[config.mk]
export PLATFORM = sky130hd
export DESIGN_NAME = tpic_frame_shifter
export DESIGN_NICKNAME = d
export VERILOG_FILES = /design/src/rtl/tpic_frame_shifter.sv
export SDC_FILE = /design/constraint.sdc
export NUM_CORES = 2
export LEC_CHECK = 0
export ABC_AREA = 0
export BUFFER_PORTS_ARGS = -buffer_cell sky130_fd_sc_hd__buf_2
export CAP_MARGIN = 20
export CORE_UTILIZATION = 40
export DETAILED_ROUTE_END_ITERATION = 10
export GPL_ROUTABILITY_DRIVEN = 1
export HOLD_SLACK_MARGIN = 0.05
export PLACE_DENSITY_LB_ADDON = 0.12
export SLEW_MARGIN = 25
export SYNTH_ARGS = -nofsm -noshare
export SYNTH_HDL_FRONTEND = slang
export SYNTH_SLANG_ARGS = --single-unit
[constraint.sdc]
create_clock -name clk -period 5.05 [get_ports clk]
set_input_delay 1.01 -clock clk [delete_from_list [all_inputs] [get_ports clk]]
set_output_delay 1.01 -clock clk [all_outputs]
set_load 0.1 [all_outputs]
[src/rtl/tpic_frame_shifter.sv]
// Serialises a WIDTH-bit relay image into a daisy-chained TPIC shift-register string,
// latches it with an RCK pulse and verifies the chain by reading back its serial output.
module tpic_frame_shifter #(
    parameter int unsigned WIDTH      = 300,
    parameter int unsigned CLK_DIV    = 2,
    parameter int unsigned RCK_CYCLES = 2,
    parameter int unsigned VERIFY     = 1
) (
    input  logic             clk,
    input  logic             reset_n,
    input  logic [WIDTH-1:0] data,
    input  logic             start,
    input  logic             auto_update,
    input  logic             err_clr,
    input  logic             sin,
    output logic             sclk,
    output logic             sout,
    output logic             rck,
    output logic             en_n,
    output logic             busy,
    output logic             done,
    output logic [WIDTH-1:0] readback,
    output logic             chain_ok,
    output logic             chain_err,
    output logic [15:0]      frame_cnt
);

    localparam int unsigned MAX_PH = (CLK_DIV > RCK_CYCLES) ? CLK_DIV : RCK_CYCLES;
    localparam int unsigned PH_W   = $clog2(MAX_PH + 1);
    localparam int unsigned BIT_W  = $clog2(WIDTH);

    typedef enum logic [1:0] {
        S_IDLE     = 2'd0,
        S_SHIFT_LO = 2'd1,
        S_SHIFT_HI = 2'd2,
        S_RCK      = 2'd3
    } state_e;

    state_e             state_q, state_d;
    logic [PH_W-1:0]    ph_q, ph_d;
    logic [BIT_W-1:0]   bit_q, bit_d;
    logic [WIDTH-1:0]   shreg_q, shreg_d;
    logic [WIDTH-1:0]   snap_q, snap_d;
    logic [WIDTH-1:0]   shipped_q, shipped_d;
    logic [WIDTH-1:0]   rb_sh_q, rb_sh_d;
    logic [WIDTH-1:0]   readback_q, readback_d;
    logic               sclk_q, sclk_d;
    logic               sout_q, sout_d;
    logic               rck_q, rck_d;
    logic               en_n_q, en_n_d;
    logic               busy_q, busy_d;
    logic               done_q, done_d;
    logic               chain_ok_q, chain_ok_d;
    logic               chain_err_q, chain_err_d;
    logic               pending_q, pending_d;
    logic               prev_valid_q, prev_valid_d;
    logic [15:0]        frame_cnt_q, frame_cnt_d;

    logic               trigger;
    logic               ph_last;
    logic               bit_last;
    logic               frame_end;
    logic               err_set;

    assign trigger   = start | pending_q | (auto_update & (data != shipped_q));
    assign ph_last   = (state_q == S_RCK) ? (ph_q == PH_W'(RCK_CYCLES - 1))
                                          : (ph_q == PH_W'(CLK_DIV - 1));
    assign bit_last  = (bit_q == BIT_W'(WIDTH - 1));
    assign frame_end = (state_q == S_RCK) & ph_last;

    // State register
    always_ff @(posedge clk or negedge reset_n) begin
        if (!reset_n) begin
            state_q <= S_IDLE;
        end else begin
            state_q <= state_d;
        end
    end

    // Next-state logic
    always_comb begin
        state_d = state_q;
        case (state_q)
            S_IDLE:     if (trigger) state_d = S_SHIFT_LO;
            S_SHIFT_LO: if (ph_last) state_d = S_SHIFT_HI;
            S_SHIFT_HI: if (ph_last) state_d = bit_last ? S_RCK : S_SHIFT_LO;
            S_RCK:      if (ph_last) state_d = S_IDLE;
            default:    state_d = S_IDLE;
        endcase
    end

    // Datapath and output next values
    always_comb begin
        ph_d         = ph_q;
        bit_d        = bit_q;
        shreg_d      = shreg_q;
        snap_d       = snap_q;
        shipped_d    = shipped_q;
        rb_sh_d      = rb_sh_q;
        readback_d   = readback_q;
        en_n_d       = en_n_q;
        chain_ok_d   = chain_ok_q;
        pending_d    = pending_q;
        prev_valid_d = prev_valid_q;
        frame_cnt_d  = frame_cnt_q;
        err_set      = 1'b0;

        if ((state_d != state_q) || (state_q == S_IDLE)) begin
            ph_d = '0;
        end else begin
            ph_d = ph_q + PH_W'(1);
        end

        case (state_q)
            S_IDLE: begin
                if (trigger) begin
                    shreg_d   = data;
                    snap_d    = data;
                    bit_d     = '0;
                    pending_d = 1'b0;
                end
            end
            S_SHIFT_LO: begin
                if (ph_last) rb_sh_d = {rb_sh_q[WIDTH-2:0], sin};
            end
            S_SHIFT_HI: begin
                if (ph_last) begin
                    shreg_d = {shreg_q[WIDTH-2:0], 1'b0};
                    bit_d   = bit_q + BIT_W'(1);
                end
            end
            default: ;
        endcase

        if ((state_q != S_IDLE) && start) pending_d = 1'b1;

        // Frame completion: commit image, publish readback, run chain check
        if (frame_end) begin
            shipped_d    = snap_q;
            readback_d   = rb_sh_q;
            frame_cnt_d  = frame_cnt_q + 16'd1;
            en_n_d       = 1'b0;
            prev_valid_d = 1'b1;
            if (VERIFY != 0) begin
                if (prev_valid_q) begin
                    chain_ok_d = (rb_sh_q == shipped_q);
                    err_set    = (rb_sh_q != shipped_q);
                end else begin
                    chain_ok_d = 1'b0;
                end
            end
        end

        if (err_set) begin
            chain_err_d = 1'b1;
        end else if (err_clr) begin
            chain_err_d = 1'b0;
        end else begin
            chain_err_d = chain_err_q;
        end

        done_d = frame_end;
        busy_d = (state_d != S_IDLE);
        sclk_d = (state_d == S_SHIFT_HI);
        rck_d  = (state_d == S_RCK);
        sout_d = (state_d == S_SHIFT_LO) ? shreg_d[WIDTH-1] : sout_q;
    end

    always_ff @(posedge clk or negedge reset_n) begin
        if (!reset_n) begin
            ph_q         <= '0;
            bit_q        <= '0;
            shreg_q      <= '0;
            snap_q       <= '0;
            shipped_q    <= '0;
            rb_sh_q      <= '0;
            readback_q   <= '0;
            sclk_q       <= 1'b0;
            sout_q       <= 1'b0;
            rck_q        <= 1'b0;
            en_n_q       <= 1'b1;
            busy_q       <= 1'b0;
            done_q       <= 1'b0;
            chain_ok_q   <= 1'b0;
            chain_err_q  <= 1'b0;
            pending_q    <= 1'b0;
            prev_valid_q <= 1'b0;
            frame_cnt_q  <= '0;
        end else begin
            ph_q         <= ph_d;
            bit_q        <= bit_d;
            shreg_q      <= shreg_d;
            snap_q       <= snap_d;
            shipped_q    <= shipped_d;
            rb_sh_q      <= rb_sh_d;
            readback_q   <= readback_d;
            sclk_q       <= sclk_d;
            sout_q       <= sout_d;
            rck_q        <= rck_d;
            en_n_q       <= en_n_d;
            busy_q       <= busy_d;
            done_q       <= done_d;
            chain_ok_q   <= chain_ok_d;
            chain_err_q  <= chain_err_d;
            pending_q    <= pending_d;
            prev_valid_q <= prev_valid_d;
            frame_cnt_q  <= frame_cnt_d;
        end
    end

    assign sclk      = sclk_q;
    assign sout      = sout_q;
    assign rck       = rck_q;
    assign en_n      = en_n_q;
    assign busy      = busy_q;
    assign done      = done_q;
    assign readback  = readback_q;
    assign chain_ok  = chain_ok_q;
    assign chain_err = chain_err_q;
    assign frame_cnt = frame_cnt_q;

endmodule
==> results.toml <==
[outcome]
outcome = "finished, final reports clean"

[critical_path]
critical_path_buf_inv_count = 2
crit_chain = "xor2_1 > nor4_1 > buf_4 > nand4_1 > nor4_1 > nand4_1 > o211a_4 > buf_4 > a22oi_1 > o21ai_1"
slowest_delay_ns = 0.80
cp-start-kind = "register"
worstPathRequired_ns = 5.74
end_kind = "register"
cp.arrival_ns = 4.64
path_max_fanout = 66
crit_family = "simple AND/OR/NAND/NOR gates"
slowest_stage = "nor4_1"
worstSetupPathType = "reg2reg"

[yosys]
synthTopCellsByArea = "dfrtp_1 (59%), nand2_1 (12%), mux2_2 (10%)"
synth_fp_nets = 6402
synth_seq_cells = 1539
netlist_area_sq_mm = 0.0655
yosysMostFrequentCell = "nand2_1"
synth.distinct_cells = 44
syn_area_per_cell_sq_um = 10.8
yosys_warnings = 0
synth_top_area_share_pct = 58.7
synthTopCellsByCount = "nand2_1 (2100), dfrtp_1 (1538), mux2_2 (599)"
ys_seq_area_share_pct = 58.8
async_reset_ff_share_pct = 100
ys.flop_type = "dfrtp_1"
synth-edff-count = 0
syn_inst = 6093
synth_top_area_cell = "dfrtp_1"

[global_route]
track_usage_pct = 31.0
antenna_found_initial = 46
grt_pass1_wl_mm = 360
grt_max_degree = 171
grt-ovfl-total = 0
first_global_vias = 46700

[timing]
worst_pin_slew_ns = 1.36
period_share_pct = 78.2
hold_violations = 0
period_minus_slack_ns = 3.95
max_slew_margin_pct = 8.53
setup_viol = 0
grt_setup_unrepaired = "no"
fin_skew_ns = 0.0274
final_max_slew_viol_count = 0
setup_tns_ns = 0
fmax_mhz = 253
hold_slack_ns = 0.225

[finish]
fin_nets = 6985
drive_above_1_share_pct = 23.8
final_cells = 8998
syn2layout_area_growth_pct = 17.6
fin_util_pct = 47.3

[floorplanning]
die_area_sq_mm = 0.165
start_util_pct = 40.3
rows = 148
die_w_um = 407
coreArea_sq_mm = 0.163
die_h_um = 407
io_pins = 630

[power]
irDropWorstVdd_mv = 0.346
p_leak_uw = 0.0419
p_per_area_mw_per_mm2 = 333
p_total_uw = 25700

[detailed_routing]
first_pass_iters = 5
viasPerCell = 5.44
wl_per_cell_um = 28.6
drtAntennaViolNets = 0
totalWireLength_mm = 257
first_iter_violations = 5046
remaining_drc_errors = 0
vias = 48900

[cts]
cts.htree.levels = 4
cts-buffers-inserted = 168
clockBufferDepth = 3
clkTransAtPathRegs_ns = 0.06
cts_resized = 0
cts_setup_buffers = 0
clkLatencyLatePin_ns = 0.83
cts_hold_buffers = 0
root_buffer = "clkbuf_16"
cts_sinks = 1539
cts_tree = "built"

[placement]
dp_hpwl_mm = 195
placed_cells = 8679
port_buffers = 629
globalplace.congestion = 1.01

[min_path]
min_path_type = "in2async"

[flow_run]
max_cap_viol_count = 0
==> sequential cells by signal, summed over array words and instances, names as in the netlist <==
name,count
bit_q,9
busy,1
sout,1
chain_err,1
readback,300
en_n,1
snap_q,300
ph_q,2
prev_valid_q,1
sclk,1
rb_sh_q,300
state_q,2
rck,1
frame_cnt,16
pending_q,1
done,1
chain_ok,1
shipped_q,300
shreg_q,300
==> final cells by class <==
type	count	area, sq um
fillers	15300	85700
flip-flops and latches	1539	38500
multi-input cells	4201	25600
clock buffers	256	4940
repair buffers	751	4560
well taps	2175	2720
clock inverters	50	612
inverters	15	63.8
diodes	11	27.5
==> logic make-up (layout without fill, tap and decap cells) <==
logic type,count (synthesis),in the layout,synth area share (%)
flops,1539,1539,58.8
other cells,0,11,0
fa+ha+maj,3,3,0.0573
simple gates,2353,2353,14.3
xor+xnor,613,613,8.19
mux,599,599,10.3
compound gates,633,633,6.07
buf+inv,353,1072,2.27
==> per-stage QoR <==
stage | setup slack, ns | cell area [sq um]
2_1_floorplan | 1.95 | 65500
3_3_place_gp | 0.534 | 71400
3_5_place_dp | 0.448 | 71400
4_1_cts | 1.19 | 77000
5_1_grt | 1.04 | 77000
6_report | 1.10 | 77000
==> layout by cell type (no fill, tap or decap), types with 3 or more instances in the layout <==
| cell type | count |
|---|---|
| xor2_2 | 3 |
| clkbuf_1 | 47 |
| nand3_1 | 13 |
| nor4_2 | 3 |
| xor2_1 | 499 |
| nand4_1 | 63 |
| buf_2 | 628 |
| dfrtp_1 | 1538 |
| diode_2 | 11 |
| bufinv_16 | 4 |
| clkinv_2 | 27 |
| ha_1 | 3 |
| nor2_1 | 23 |
| clkbuf_16 | 168 |
| clkbuf_8 | 41 |
| o21ai_1 | 230 |
| buf_12 | 38 |
| clkinv_8 | 3 |
| nand2_1 | 2100 |
| nor3_1 | 4 |
| mux2_2 | 599 |
| nand2b_1 | 3 |
| clkinv_16 | 8 |
| xnor2_1 | 110 |
| o21ai_0 | 84 |
| a22oi_1 | 299 |
| inv_1 | 14 |
| buf_4 | 84 |
| a221oi_1 | 3 |
| inv_6 | 5 |
| o22ai_1 | 3 |
| nor4_1 | 131 |
| and4_1 | 3 |
==> path summary, 6_finish.rpt <==
path | endpoint | from | slack, ns | cells past startpoint
hold reg to reg | ph_q[0]$_DFF_PN0_ | ph_q[0]$_DFF_PN0_ | 0.44 | 1
setup reg to reg | shreg_q[165]$_DFFE_PN0P_ | shipped_q[54]$_DFFE_PN0P_ | 1.10 | 10
hold / removal | rb_sh_q[0]$_DFFE_PN0P_ | reset_n | 0.22 | 1
min in group clk | rb_sh_q[0]$_DFFE_PN0P_ | sin | 0.41 | 2
setup / recovery | shreg_q[165]$_DFFE_PN0P_ | shipped_q[54]$_DFFE_PN0P_ | 1.10 | 10
max in group asynchronous | shreg_q[184]$_DFFE_PN0P_ | reset_n | 3.54 | 2
==> layer usage <==
metal	vias to the layer above	wire, um	global-route usage, %
li1	21500	-	-
met1	25100	109000	42.3
met2	1841	116000	47.0
met3	462	19900	6.96
met4	36	12600	13.7
met5	-	224	0
==> report_power, final <==
| part | leakage, uW | internal (uW) | switching [uW] |
|---|---|---|---|
| sequential | 0.0199 | 12300 | 13.2 |
| combinational | 0.0192 | 196 | 747 |
| clock | 0.00272 | 7020 | 5380 |
| total | 0.0419 | 19500 | 6140 |
No activity file was read; power rests on OpenSTA's default activity.
